<file path="src/rtl/display_update_sched.sv">
// Display update scheduler: arbitrates config vs. time writes to the MAX7219 wrapper.
// Optional periodic config refresh is built when SCHED_CFG_REFRESH_EN is defined.
//
// state | meaning
// IDLE  | choose the next transaction (config beats time); snapshot taken here
// ISSUE | present o_stb until the wrapper is not busy
// WAIT  | transfer accepted, hold type and snapshot until i_ack
module display_update_sched #(
    parameter int TIMEOUT_CYCLES    = 4096,
    parameter int CFG_REFRESH_TICKS = 60
) (
    input  logic       i_clk,
    input  logic       i_reset_n,
    input  logic [4:0] i_hours,
    input  logic [5:0] i_minutes,
    input  logic [5:0] i_seconds,
    input  logic [5:0] i_dp,
    input  logic       i_tick,
    input  logic       i_cfg_req,
    input  logic       i_force,
    output logic       o_stb,
    output logic       o_write_config,
    input  logic       i_busy,
    input  logic       i_ack,
    output logic [4:0] o_hours,
    output logic [5:0] o_minutes,
    output logic [5:0] o_seconds,
    output logic [5:0] o_dp,
    output logic       o_init_done,
    output logic       o_timeout
);

    typedef enum logic [1:0] {IDLE, ISSUE, WAIT} state_t;

    state_t      state, state_nxt;
    logic        cfg_pending, time_pending, cfg_acked;
    logic [15:0] wd_cnt;
    logic        wd_fire, xfer, sel_cfg, sel_time, refresh_wrap;
    logic        cfg_set, time_set;
    logic [22:0] live, snap;

    assign live = {i_hours, i_minutes, i_seconds, i_dp};
    assign snap = {o_hours, o_minutes, o_seconds, o_dp};

    assign wd_fire  = (state != IDLE) && (wd_cnt == 16'(TIMEOUT_CYCLES - 1));
    assign cfg_set  = i_cfg_req | wd_fire | refresh_wrap;
    assign time_set = i_force | wd_fire | ((state == IDLE) && (live != snap));

    always_comb begin
        state_nxt = state;
        o_stb     = 1'b0;
        xfer      = 1'b0;
        sel_cfg   = 1'b0;
        sel_time  = 1'b0;
        case (state)
            IDLE: begin
                if (cfg_pending) begin
                    sel_cfg   = 1'b1;
                    state_nxt = ISSUE;
                end else if (time_pending) begin
                    sel_time  = 1'b1;
                    state_nxt = ISSUE;
                end
            end
            ISSUE: begin
                if (!i_busy) begin
                    o_stb     = 1'b1;
                    xfer      = 1'b1;
                    state_nxt = WAIT;
                end
            end
            WAIT: begin
                if (i_ack) state_nxt = IDLE;
            end
            default: state_nxt = IDLE;
        endcase
        // A firing watchdog abandons the transaction, so no strobe escapes that cycle.
        if (wd_fire) begin
            state_nxt = IDLE;
            o_stb     = 1'b0;
            xfer      = 1'b0;
        end
    end

    always_ff @(posedge i_clk) begin
        if (!i_reset_n) begin
            state          <= IDLE;
            cfg_pending    <= 1'b1;
            time_pending   <= 1'b1;
            cfg_acked      <= 1'b0;
            wd_cnt         <= '0;
            o_write_config <= 1'b0;
            o_hours        <= '0;
            o_minutes      <= '0;
            o_seconds      <= '0;
            o_dp           <= '0;
            o_init_done    <= 1'b0;
            o_timeout      <= 1'b0;
        end else begin
            state     <= state_nxt;
            o_timeout <= wd_fire;
            wd_cnt    <= ((state == IDLE) || (state_nxt == IDLE)) ? 16'd0 : wd_cnt + 16'd1;

            if (sel_cfg) o_write_config <= 1'b1;
            if (sel_time) begin
                o_write_config                        <= 1'b0;
                {o_hours, o_minutes, o_seconds, o_dp} <= live;
            end

            cfg_pending  <= cfg_set  | (cfg_pending  & ~(xfer &  o_write_config));
            time_pending <= time_set | (time_pending & ~(xfer & ~o_write_config));

            if ((state == WAIT) && i_ack && !wd_fire) begin
                if (o_write_config)  cfg_acked   <= 1'b1;
                else if (cfg_acked)  o_init_done <= 1'b1;
            end
        end
    end

`ifdef SCHED_CFG_REFRESH_EN
    logic [7:0] refresh_cnt;

    assign refresh_wrap = i_tick && (refresh_cnt == 8'(CFG_REFRESH_TICKS - 1));

    always_ff @(posedge i_clk) begin
        if (!i_reset_n)  refresh_cnt <= '0;
        else if (i_tick) refresh_cnt <= refresh_wrap ? 8'd0 : refresh_cnt + 8'd1;
    end
`else
    logic [8:0] unused_refresh;

    assign unused_refresh = {i_tick, 8'(CFG_REFRESH_TICKS)};
    assign refresh_wrap   = 1'b0;
`endif

endmodule

</file>
<file path="config.mk">
export PLATFORM = sky130hd
export DESIGN_NAME = display_update_sched
export DESIGN_NICKNAME = d
export VERILOG_FILES = /design/src/rtl/display_update_sched.sv
export SDC_FILE = /design/constraint.sdc
export NUM_CORES = 1
export LEC_CHECK = 0
export CELL_PAD_IN_SITES_DETAIL_PLACEMENT = 0
export CELL_PAD_IN_SITES_GLOBAL_PLACEMENT = 1
export CORE_ASPECT_RATIO = 1.2
export CORE_UTILIZATION = 25
export DETAILED_ROUTE_END_ITERATION = 10
export PLACE_DENSITY = 0.63
export SETUP_SLACK_MARGIN = 0.15
export SLEW_MARGIN = 40
export SYNTH_ARGS = -nofsm -noshare
export SYNTH_HDL_FRONTEND = slang
export SYNTH_SLANG_ARGS = --single-unit
</file>
<file path="constraint.sdc">
create_clock -name i_clk -period 3.1 [get_ports i_clk]
set_input_delay 0.465 -clock i_clk [delete_from_list [all_inputs] [get_ports i_clk]]
set_output_delay 0.465 -clock i_clk [all_outputs]
set_load 0.05 [all_outputs]
</file>
==> results of run 1 <==
[power by group through the flow]
stage	logic, mW	registers (mW)	clock network (mW)
CTS	0.125	0.619	0.400
global route	0.133	0.621	0.427
detailed placement	0.125	0.633	0
finish	0.122	0.619	0.375
floorplan	0.0501	0.644	0
global placement	0.125	0.633	0
[sequential cells by signal, indices dropped and copies added (netlist names)]
| register | flops |
|---|---|
| wd_cnt | 16 |
| o_dp | 6 |
| o_minutes | 6 |
| o_seconds | 6 |
| o_hours | 5 |
| state | 2 |
| cfg_acked | 1 |
| cfg_pending | 1 |
| o_init_done | 1 |
| o_timeout | 1 |
| o_write_config | 1 |
| time_pending | 1 |
[cell type report]
class	count	area, um^2	share of cell area [%]
multi-input combinational	187	1130	39.2
clock inverter	3	18.8	0.653
tap	114	143	4.96
clock buffer	5	68.8	2.39
timing repair buffer	57	564	19.6
sequential	47	941	32.7
inverter	3	11.3	0.392
[kinds of logic after synthesis]
kind of cell	synth area share, %
xor gates and xnor gates	15.2
buffers and inverters	2.99
AOI/OAI and AO/OA	12.6
DFF	44.1
and+or+nand+nor	24.5
adders and majority gates	0.587
[worst max-delay path: cells and delay by family, from the launching register on]
family,cells,cell delay [ns]
DFF,1,0.38
buffers and inverters,1,0.42
and+or+nand+nor,4,0.87
adders and majority gates,1,0.22
[path summary, 6_finish.rpt]
check,end,startpoint
max reg2reg,wd_cnt[5],wd_cnt[0]
max,o_stb,wd_cnt[0]
min reg2reg,cfg_acked,cfg_acked
min,cfg_acked,cfg_acked
[routing by layer]
metal	vias up	routed length, um	GRT usage, %
met5	-	0	0
met4	0	54	3.46
met2	54	2210	19.3
met3	5	306	3.60
li1	921	-	-
met1	776	2480	16.1
[stage by stage]
| stage | setup slack (ns) | cells |
|---|---|---|
| 2_1_floorplan | 1.04 | 247 |
| 3_3_place_gp | 0.484 | 408 |
| 3_5_place_dp | 0.469 | 408 |
| 4_1_cts | 0.391 | 416 |
| 5_1_grt | 0.222 | 416 |
| 6_report | 0.446 | 416 |
[cells in the final DEF, fill, tap and decap left out, types with 2 or more instances in the layout]
cell type / count
inv_1: 3
xnor2_1: 12
nand2_1: 53
nand4_1: 7
buf_4: 2
o21ai_0: 4
nor2_1: 25
dfxtp_1: 47
nand3_1: 6
xor2_1: 25
nor4_1: 7
a21boi_0: 23
clkbuf_8: 5
clkinv_2: 2
clkdlybuf4s50_1: 54
or2b_2: 2
nor3_1: 4
nor2b_1: 3
==> results.ini, run 1 <==
[clocking]
cts_resized=1
clkTransAtPathRegs_ns=0.09
cts_max_path_buffers=2
numCtsBuffers=5
clock-sinks=47
cts_tree=yes
clock_latency_ns=0.30
htreeDepth=2
root_buffer=clkbuf_8
hold_buffers=0
post_cts_buffers=0

[synth]
synth.avg_cell_area_um2=8.63
synth.largest_area_cell=dfxtp_1
ys_seq_area_share_pct=44.1
netlist.area_leader.share_pct=44.1
synth_ff_type=dfxtp_1
ys_types=32
netlist_area_um2=2130
synth_area_leaders=dfxtp_1 44%, xor2_1 10%, nand2_1 9.3%, a21boi_0 8.1%, xnor2_1 4.9%
syn-num-nets=278
synthArstFlopShare_pct=0
synth_most_common_cell=nand2_1
yosys-top-cells-count=53 x nand2_1, 47 x dfxtp_1, 25 x nor2_1, 25 x xor2_1, 23 x a21boi_0
ys_warn_count=0
synthCells=247
ys_ff_latch=47
synth_edf_count=0

[global_route]
grt_max_degree=25
grt_pass1_wl_mm=8.40
grt_use_total_pct=12.2
grt_pass1_vias=1746
overflow=0
antenna_found_initial=0

[detailed_routing]
drt-total-wl_mm=5.05
wire_per_inst_um=12.1
via_count=1756
drc=0
via_per_inst=4.22
drt-initial-drc-count=68
firstDrtPassIters=4
drtAntennaViolNets=0

[floorplan]
io_pins=57
num_rows=36
start_util_pct=26.0
die_w_um=86.3
die_h_um=103
coreArea_um2=8200
dieArea_um2=8900

[final_layout]
post-route-cell-area_um2=2870
nets=332
area_delta_synth_final_pct=34.8
insertedDiodeCount=0
fillers=899
drive_above_1_share_pct=5.63
fin_util_pct=35.1

[power]
switching_share_pct=25.5
power_frac_clock_pct=33.6
p_switching_mw=0.284
p_int_mw=0.832
p_comb_share_pct=11.0
seqPwrFrac_pct=55.5
vdd_drop_max_mv=0.170
total_power_mw=1.12
p_per_area_nw_per_um2=388
leakagePower_nw=0.972

[placed_design]
dp_hpwl_mm=3.60
gp_congestion=0.714
dpl_cell_area_um2=2790
port_buffers=55

[timing]
hold_violations=0
hold-worst-slack_ns=0.460
min_period_ns=2.65
post-route-period-util_pct=85.6
fin_skew_ns=0.00888
setup_viol=0
setup_tns_ns=0
relSlewSlack_pct=64.2
rsz0062_at_grt=no
max_freq_mhz=377
slew_viol_final=0
worst_pin_slew_ns=0.535

[critical_path]
slowest_delay_ns=0.42
required_ns=2.63
rrSetupSlack_ns=1.23
path_cells=ha_1 > nand3_2 > or2_1 > nor3_1 > nor2_1 > dlygate4sd2_1
critPathKind=flip-flop to output port
worst_setup_path_end_kind=output port
reg2reg_depth=6
cp-start-kind=flip-flop
cp_max_fo=7
crit_slowest_cell=dlygate4sd2_1
crit_arrival_ns=2.19

[run]
max_cap_viol_count=0

[hold_path]
hp-class=flip-flop to flip-flop
hold_depth=2

[status]
status=complete, no violations

Power figures use the tool's default switching activity.
==> run 2, diff against run 1 <==
--- a/config.mk
+++ b/config.mk
@@ -7,9 +7,10 @@
 export LEC_CHECK = 0
 export CELL_PAD_IN_SITES_DETAIL_PLACEMENT = 0
 export CELL_PAD_IN_SITES_GLOBAL_PLACEMENT = 1
-export CORE_ASPECT_RATIO = 1.2
+export CORE_ASPECT_RATIO = 1.5
 export CORE_UTILIZATION = 25
 export DETAILED_ROUTE_END_ITERATION = 10
+export GPL_ROUTABILITY_DRIVEN = 0
 export PLACE_DENSITY = 0.63
 export SETUP_SLACK_MARGIN = 0.15
 export SLEW_MARGIN = 40
==> run 2 against run 1 <==
Fmax is 1.4% lower. Sequential share of layout area shrank 0.52 points. Power up 15%. First-iteration DRC count decreased by 38%. Via count grew 0.34%. Clock skew decreased by 0.00099 ns. Critical path type unchanged. Highest routed layer unchanged.
==> results.ini, run 2 (synthesis gave the netlist of run 1 again) <==
[global_route]
grt_max_degree=31  ; was 25
grt_pass1_vias=1692  ; was 1746
grt_pass1_wl_mm=8.47  ; was 8.40 mm
antenna_found_initial=0  ; unchanged
grt_use_total_pct=12.4  ; was 12.2%
overflow=0  ; unchanged

[clocking]
clkTransAtPathRegs_ns=0.06  ; was 0.09 ns
root_buffer=clkbuf_16  ; was clkbuf_8
clock_latency_ns=0.29  ; was 0.30 ns
cts_tree=yes  ; unchanged
hold_buffers=0  ; unchanged
htreeDepth=2  ; unchanged
cts_max_path_buffers=2  ; unchanged
numCtsBuffers=5  ; unchanged
post_cts_buffers=0  ; unchanged
clock-sinks=47  ; unchanged

[timing]
hold_violations=0  ; unchanged
slew_viol_final=0  ; unchanged
post-route-period-util_pct=86.8  ; was 85.6%
min_period_ns=2.69  ; was 2.65 ns
rsz0062_at_grt=no  ; unchanged
relSlewSlack_pct=63.3  ; was 64.2%
setup_ws_ns=0.408  ; was 0.446 ns
fin_skew_ns=0.00789  ; was 0.00888 ns
max_freq_mhz=371  ; was 377 MHz
hold-worst-slack_ns=0.459  ; was 0.460 ns
setup_tns_ns=0  ; unchanged
setup_viol=0  ; unchanged
worst_pin_slew_ns=0.549  ; was 0.535 ns

[placed_design]
dp_hpwl_mm=3.73  ; was 3.60 mm
dpl_worst_slack_ns=0.444  ; was 0.469 ns
dpl_cell_area_um2=2780  ; was 2790 um^2
port_buffers=55  ; unchanged

[status]
status=complete, no violations  ; unchanged

[critical_path]
crit_family=simple AND/OR/NAND/NOR gates  ; unchanged
required_ns=2.63  ; about the same
cp_max_fo=7  ; unchanged
critPathKind=flip-flop to output port  ; unchanged
cp-start-kind=flip-flop  ; unchanged
path_cells=ha_1 > nand3_2 > or2_1 > nor3_1 > nor2_1 > dlygate4sd2_1  ; unchanged
worst_setup_path_end_kind=output port  ; unchanged
crit_arrival_ns=2.23  ; was 2.19 ns
crit_buf_inv=1  ; unchanged
crit_slowest_cell=dlygate4sd2_1  ; unchanged
slowest_delay_ns=0.43  ; was 0.42 ns

[final_layout]
fillers=859  ; was 899
multiInputGateArea_um2=1130  ; unchanged
drive_above_1_share_pct=5.30  ; was 5.63%
insertedDiodeCount=0  ; unchanged
nets=332  ; unchanged
mostFrequentLayoutCells=54 x clkdlybuf4s50_1, 53 x nand2_1, 47 x dfxtp_1, 25 x nor2_1, 25 x xor2_1  ; unchanged
post-route-cell-area_um2=2920  ; was 2870 um^2
area_delta_synth_final_pct=37.0  ; was 34.8%
ff_latch_area_um2=941  ; unchanged
largest-register=wd_cnt  ; unchanged
largest_register_ffs=16  ; unchanged
layout_commonest_cell=clkdlybuf4s50_1  ; unchanged

[detailed_routing]
drtAntennaViolNets=0  ; unchanged
firstDrtPassIters=4  ; unchanged
via_count=1762  ; was 1756
drt-total-wl_mm=5.13  ; was 5.05 mm
via_per_inst=4.33  ; was 4.22
wire_per_inst_um=12.6  ; was 12.1 um
drt-initial-drc-count=42  ; was 68
drc=0  ; unchanged

[hold_path]
hp-class=flip-flop to flip-flop  ; unchanged

[power]
vdd_drop_max_mv=0.205  ; was 0.170 mV
switching_share_pct=23.7  ; was 25.5%
p_comb_share_pct=9.7  ; was 11.0%
p_per_area_nw_per_um2=438  ; was 388 nW/um^2
seqPwrFrac_pct=48.5  ; was 55.5%
p_switching_mw=0.303  ; was 0.284 mW
p_int_mw=0.975  ; was 0.832 mW
power_frac_clock_pct=41.8  ; was 33.6%
leakagePower_nw=0.991  ; was 0.972 nW

[floorplan]
die_w_um=77.4  ; was 86.3 um
io_pins=57  ; unchanged
coreArea_um2=8160  ; was 8200 um^2
dieArea_um2=8910  ; was 8900 um^2
start_util_pct=26.1  ; was 26.0%
die_h_um=115  ; was 103 um
num_rows=40  ; was 36

[run]
max_cap_viol_count=0  ; unchanged

[run 2: cell count changes in the layout (fill, tap and decap cells not counted), sizes merged]
cell	change
clkinvlp	+1
clkbuf	+1
clkinv	-2
[run 2: final cells by class]
type,count,area share (%)
tap,105,4.50
clock buffer,6,4.41
sequential,47,32.2
clock inverter,2,0.557
multi-input combinational,187,38.6
timing repair buffer,57,19.3
inverter,3,0.386
[run 2: final timing paths]
kind                   from   endpoint  slack [ns]  depth (start not counted)
hold reg to reg   cfg_acked  cfg_acked        0.46                          2
hold / removal    cfg_acked  cfg_acked        0.46                          2
setup / recovery  wd_cnt[0]      o_stb        0.41                          6
setup reg to reg  wd_cnt[0]  wd_cnt[6]        1.20                          6
[run 2: layer usage]
layer	GRT usage [%]	up-vias	wire length [um]
li1	-	928	-
met2	21.8	49	2530
met5	0	-	0
met3	2.70	6	205
met1	14.4	779	2310
met4	5.28	0	75
[run 2: power groups by stage]
| stage | Sequential [mW] | Clock, mW | Combinational, mW |
|---|---|---|---|
| final | 0.620 | 0.535 | 0.124 |
| after global routing | 0.620 | 0.586 | 0.135 |
| after global placement | 0.633 | 0 | 0.127 |
| after floorplan | 0.644 | 0 | 0.0501 |
| after CTS | 0.619 | 0.562 | 0.126 |
| after detailed placement | 0.633 | 0 | 0.126 |
[run 2: through the flow]
step	power (mW)	std cells	utilization, %
after floorplan	0.694	247	-
after global placement	0.760	399	34.0
after detailed placement	0.760	399	34.0
after CTS	1.31	407	35.8
after global routing	1.34	407	35.8
final	1.28	407	35.8
[run 2: worst register-to-register path, stage by stage, from the launching register on]
cell,delay (ns)
dfxtp_1,0.37
ha_1,0.21
nand3_2,0.11
or2_1,0.37
o31ai_4,0.41
a21o_4,0.24
nor2_1,0.08
[run 2: timing repair]
item	in CTS	in global routing
setup endpoints to repair	1	0
gates resized for setup	1	0
hold endpoints to repair	0	0
